--- config.mk ---
export PLATFORM = sky130hd
export DESIGN_NAME = fdiv_sched
export DESIGN_NICKNAME = d
export VERILOG_FILES = /design/src/rtl/fdiv_sched.sv
export SDC_FILE = /design/constraint.sdc
export NUM_CORES = 1
export LEC_CHECK = 0
export CAP_MARGIN = 20
export CORE_MARGIN = 2
export CORE_UTILIZATION = 42
export CTS_CLUSTER_DIAMETER = 120
export CTS_CLUSTER_SIZE = 8
export DETAILED_ROUTE_END_ITERATION = 6
export PLACE_DENSITY = 0.95
export SKIP_LAST_GASP = 1
export SYNTH_ARGS = -nofsm -noshare
export SYNTH_HDL_FRONTEND = slang
export SYNTH_SLANG_ARGS = --single-unit
--- constraint.sdc ---
create_clock -name clk -period 4.26 [get_ports clk]
set_input_delay 0.852 -clock clk [delete_from_list [all_inputs] [get_ports clk]]
set_output_delay 0.852 -clock clk [all_outputs]
set_load 0.05 [all_outputs]
--- src/rtl/fdiv_sched.sv ---
// fdiv_sched: schedules two requesters onto one shared fixed-latency FP32 divider.
//
// Ports:
//   clk, rst_n             single rising-edge clock, asynchronous active-low reset
//   req_valid/req_ready    per-port request handshake (bit i = port i), round-robin arbitration
//   req_a/req_b            operand pairs, [31:0] port 0, [63:32] port 1
//   dv_a/dv_b              registered operands driven to the divider
//   dv_sign/exp/frac/flags divider result, sampled LATENCY cycles after accept
//   rsp_valid/rsp_ready    response handshake; rsp_id/rsp_data/rsp_flags held while stalled
//   busy                   high whenever an operation is in flight or awaiting handshake
//   err_cnt                saturating count of flagged responses
//
// Build option: define FDIV_SCHED_ERR_CNT_EN to enable the err_cnt counter; otherwise err_cnt
// is tied to 0 and no counter flops exist.
module fdiv_sched #(
  parameter int unsigned LATENCY = 4
) (
  input  logic        clk,
  input  logic        rst_n,
  input  logic [1:0]  req_valid,
  output logic [1:0]  req_ready,
  input  logic [63:0] req_a,
  input  logic [63:0] req_b,
  output logic [31:0] dv_a,
  output logic [31:0] dv_b,
  input  logic        dv_sign,
  input  logic [7:0]  dv_exp,
  input  logic [23:0] dv_frac,
  input  logic [1:0]  dv_flags,
  output logic        rsp_valid,
  input  logic        rsp_ready,
  output logic        rsp_id,
  output logic [31:0] rsp_data,
  output logic [1:0]  rsp_flags,
  output logic        busy,
  output logic [7:0]  err_cnt
);

  typedef enum logic [1:0] {StIdle, StWait, StResp} state_e;

  state_e      state_q, state_d;
  logic        prio_q, prio_d;
  logic [3:0]  cnt_q, cnt_d;
  logic        id_q, id_d;
  logic [31:0] dv_a_q, dv_a_d;
  logic [31:0] dv_b_q, dv_b_d;
  logic [31:0] rsp_data_q, rsp_data_d;
  logic [1:0]  rsp_flags_q, rsp_flags_d;
  logic [1:0]  grant;
  logic        accept;

  // The hidden-bit position of the divider fraction is not forwarded.
  logic unused_frac_msb;
  assign unused_frac_msb = dv_frac[23];

  always_comb begin
    grant = 2'b00;
    unique case (req_valid)
      2'b01:   grant = 2'b01;
      2'b10:   grant = 2'b10;
      2'b11:   grant = prio_q ? 2'b10 : 2'b01;
      default: grant = 2'b00;
    endcase
  end

  assign accept = (state_q == StIdle) && (|req_valid);

  // Gated by rst_n so req_ready is 0 while reset is held, even with requests pending.
  assign req_ready = (state_q == StIdle && rst_n) ? grant : 2'b00;

  always_comb begin
    state_d     = state_q;
    prio_d      = prio_q;
    cnt_d       = cnt_q;
    id_d        = id_q;
    dv_a_d      = dv_a_q;
    dv_b_d      = dv_b_q;
    rsp_data_d  = rsp_data_q;
    rsp_flags_d = rsp_flags_q;
    unique case (state_q)
      StIdle: begin
        if (accept) begin
          state_d = StWait;
          prio_d  = grant[0];  // pointer moves to the port not just granted
          id_d    = grant[1];
          dv_a_d  = grant[1] ? req_a[63:32] : req_a[31:0];
          dv_b_d  = grant[1] ? req_b[63:32] : req_b[31:0];
          cnt_d   = 4'(LATENCY - 1);
        end
      end
      StWait: begin
        if (cnt_q == 4'd0) begin
          state_d     = StResp;
          rsp_data_d  = {dv_sign, dv_exp, dv_frac[22:0]};
          rsp_flags_d = dv_flags;
        end else begin
          cnt_d = cnt_q - 4'd1;
        end
      end
      StResp: begin
        if (rsp_ready) state_d = StIdle;
      end
      default: state_d = StIdle;
    endcase
  end

  always_ff @(posedge clk or negedge rst_n) begin
    if (!rst_n) begin
      state_q     <= StIdle;
      prio_q      <= 1'b0;
      cnt_q       <= 4'd0;
      id_q        <= 1'b0;
      dv_a_q      <= 32'd0;
      dv_b_q      <= 32'd0;
      rsp_data_q  <= 32'd0;
      rsp_flags_q <= 2'b00;
    end else begin
      state_q     <= state_d;
      prio_q      <= prio_d;
      cnt_q       <= cnt_d;
      id_q        <= id_d;
      dv_a_q      <= dv_a_d;
      dv_b_q      <= dv_b_d;
      rsp_data_q  <= rsp_data_d;
      rsp_flags_q <= rsp_flags_d;
    end
  end

  assign dv_a      = dv_a_q;
  assign dv_b      = dv_b_q;
  assign rsp_valid = (state_q == StResp);
  assign rsp_id    = id_q;
  assign rsp_data  = rsp_data_q;
  assign rsp_flags = rsp_flags_q;
  assign busy      = (state_q != StIdle);

`ifdef FDIV_SCHED_ERR_CNT_EN
  logic [7:0] err_cnt_q, err_cnt_d;

  always_comb begin
    err_cnt_d = err_cnt_q;
    if (state_q == StResp && rsp_ready && (|rsp_flags_q) && err_cnt_q != 8'hFF) begin
      err_cnt_d = err_cnt_q + 8'd1;
    end
  end

  always_ff @(posedge clk or negedge rst_n) begin
    if (!rst_n) err_cnt_q <= 8'd0;
    else        err_cnt_q <= err_cnt_d;
  end

  assign err_cnt = err_cnt_q;
`else
  assign err_cnt = 8'd0;
`endif

endmodule

==> results.py <==
metrics = {
    "global_route": {
        "grt_pass1_wl_microns": 24940,
        "grt_start_max_net_pins": 69,
        "antenna_found_initial": 1,
        "grt_pass1_vias": 4948,
        "grt-ovfl-total": 0,
        "grt_usage": 0.2424,
    },
    "sta": {
        "hold_viol_final": 0,
        "setup_tns_ns": 0,
        "setup_violations": 0,
        "fin_ws_ns": 0.5364,
        "report.final.slew_viol_count": 0,
        "hold-worst-slack_ns": 0.4942,
        "worst_pin_slew_ns": 1.059,
        "rsz0062_at_grt": "false",
        "period_share": 0.8741,
        "fmax_mhz": 268.6,
        "min_period_ns": 3.724,
        "finClkSkew_ns": 0.01045,
        "relSlewSlack": 0.2940,
    },
    "yosys": {
        "synth-seq-cells": 106,
        "synth_area_sq_mm": 0.004911,
        "ys_seq_area_frac": 0.5401,
        "avgSynthCellArea_sq_um": 10.13,
        "ys.warnings.count": 0,
        "ys_types": 31,
        "syn-instance-count": 485,
    },
    "setup_path": {
        "crit_arrival_ns": 2.87,
        "crit_fanout": 5,
        "r2r_end": "dv_a[24]",
        "crit_type": "in2out",
        "cp-start-kind": "primary input",
        "r2r_start": "prio_q",
        "endpoint_kind": "primary output",
        "reg2reg_setup_slack_ns": 2.21,
        "crit_required_ns": 3.41,
        "r2r_cells": 4,
    },
    "clock_tree": {
        "cts_resized": 0,
        "htree_levels": 3,
        "postCtsSetupRepairBufs": 0,
        "hold_buffers": 0,
        "insertion_delay_ns": 0.34,
        "path_clk_slew_ns": 0.07,
        "cts_tree": "yes",
        "root_buffer": "clkbuf_16",
        "clk_path_buf_depth": 2,
        "clock-sinks": 106,
        "numCtsBuffers": 9,
    },
    "detailed_routing": {
        "routed_wl_microns": 15510,
        "wl_per_cell_microns": 17.76,
        "route.detailed.drc": 0,
        "vias": 4799,
        "viasPerCell": 5.497,
        "ant_nets": 0,
        "drt_iter0_drc": 236,
        "dr.pass1.iters": 5,
    },
    "layout": {
        "finalNetCount": 896,
        "stdcell_area_sq_mm": 0.007926,
        "layout_commonest_cell": "clkdlybuf4s50_1",
        "multiInputGateArea_sq_mm": 0.002031,
        "syn2layout_area_growth_pct": 61.40,
        "ff_latch_area_sq_mm": 0.002653,
        "drive_gt1_frac": 0.04390,
        "mostFrequentLayoutCells": "266 x clkdlybuf4s50_1, 106 x dfrtp_1, 67 x o21ai_0",
        "nFillCells": 819,
    },
    "power": {
        "power.density_mw_per_mm2": 822.8,
        "vdd_drop_max_mv": 0.6044,
        "leakagePower_uw": 0.003228,
    },
    "floorplan": {
        "initial_utilization": 0.4301,
        "row_count": 39,
        "die-area_sq_mm": 0.01257,
        "core_area_sq_mm": 0.01142,
        "die_y_microns": 112.1,
        "fp.dieW_microns": 112.1,
        "pin_count": 279,
    },
    "hold_path": {
        "min_path_type": "reg2reg",
        "hold_start": "rsp_data[28]",
        "whs_path_depth": 1,
        "hold_end": "rsp_data[28]",
    },
    "flow_run": {
        "maxCapViolations": 0,
    },
    "place": {
        "hpwl_microns": 11160,
        "dpl_cell_area_sq_mm": 0.007616,
        "port_buffers": 269,
        "place.gp.congestion": 0.8345,
        "dp_slack_ns": 0.4980,
    },
    "run_status": {
        "status": "finished, final reports clean",
    },
}
-- stage by stage --
stage | total power (uW) | cells | utilization
6_report | 6522 | 873 | 0.6942
5_1_grt | 6835 | 873 | 0.6942
4_1_cts | 6561 | 872 | 0.6940
3_5_place_dp | 5683 | 858 | 0.6670
3_3_place_gp | 5558 | 858 | 0.6670
2_1_floorplan | 4276 | 492 | -
-- area by class of cell --
class | count | area share
repair buffers | 276 | 0.3451
flip-flops and latches | 106 | 0.3346
multi-input cells | 328 | 0.2562
clock buffers | 11 | 0.03062
well taps | 143 | 0.02257
clock inverters | 3 | 0.008208
inverters | 5 | 0.002368
diodes | 1 | 0.0003157
-- sequential cells by signal, summed over array words and instances, names as in the netlist --
signal / count
dv_b: 32
rsp_id: 1
dv_a: 32
rsp_data: 32
rsp_flags: 2
prio_q: 1
cnt_q: 4
state_q: 2
-- cells by family after synthesis --
logic type	synth area share
AO/OA/AOI/OAI	0.2431
adder cells (fa/ha/maj)	0.005095
buffers and inverters	0.05758
flip-flops	0.5401
multiplexers	0.08433
other	0.0007636
AND/OR/NAND/NOR	0.06905
-- critical path, cell delays in order --
cell             delay [ns]
clkdlybuf4s50_1        0.55
a21boi_4               0.21
nor3b_1                0.38
clkdlybuf4s50_1        0.88
-- metal layers --
| metal | up-vias | routed length [microns] | global-route usage |
|---|---|---|---|
| li1 | 2204 | - | - |
| met4 | 0 | 436 | 0.08699 |
| met5 | - | 0 | 0 |
| met2 | 263 | 7783 | 0.4273 |
| met3 | 32 | 1298 | 0.06102 |
| met1 | 2300 | 5988 | 0.2876 |
-- cell usage after synthesis --
cell	instances	area (sq um)
buf_2	19	95.09
nor2_2	1	6.260
conb_1	1	3.750
nand2b_1	2	12.51
a21boi_2	1	11.26
o31ai_1	64	480.5
clkbuf_1	20	75.07
buf_1	3	11.26
a22oi_1	1	7.510
nand2_1	1	3.750
or3b_1	1	8.760
and3_1	1	6.260
dfrtp_1	106	2653
nor2_1	66	247.7
ha_1	2	25.02
inv_1	4	15.01
nor3b_1	1	7.510
nand3_1	3	15.01
mux2i_1	2	20.02
inv_2	1	3.750
buf_4	11	82.58
o2bb2ai_2	1	15.01
a31oi_1	1	6.260
o21ai_1	1	5.000
a21oi_1	65	325.3
o21ai_0	67	335.3
nor3_1	1	5.000
o21a_1	1	7.510
nand3_4	1	17.52
and2b_2	1	8.760
mux2_1	35	394.1
-- power breakdown --
| group | switching, uW | total, uW | internal, uW |
|---|---|---|---|
| sequential | 268 | 1770 | 1500 |
| clock | 346 | 871 | 524 |
| combinational | 2580 | 3880 | 1310 |
| total | 3190 | 6520 | 3330 |
-- worst max path at each step --
stage                     slack, ns           end          from
after floorplan                0.91  req_ready[1]  req_valid[0]
after CTS                      0.50  req_ready[1]  req_valid[0]
after global placement         0.49  req_ready[1]  req_valid[0]
final                          0.54  req_ready[1]  req_valid[0]
after detailed placement       0.50  req_ready[1]  req_valid[0]
after global routing           0.46  req_ready[1]  req_valid[0]
(Power assumes the default switching activity.)
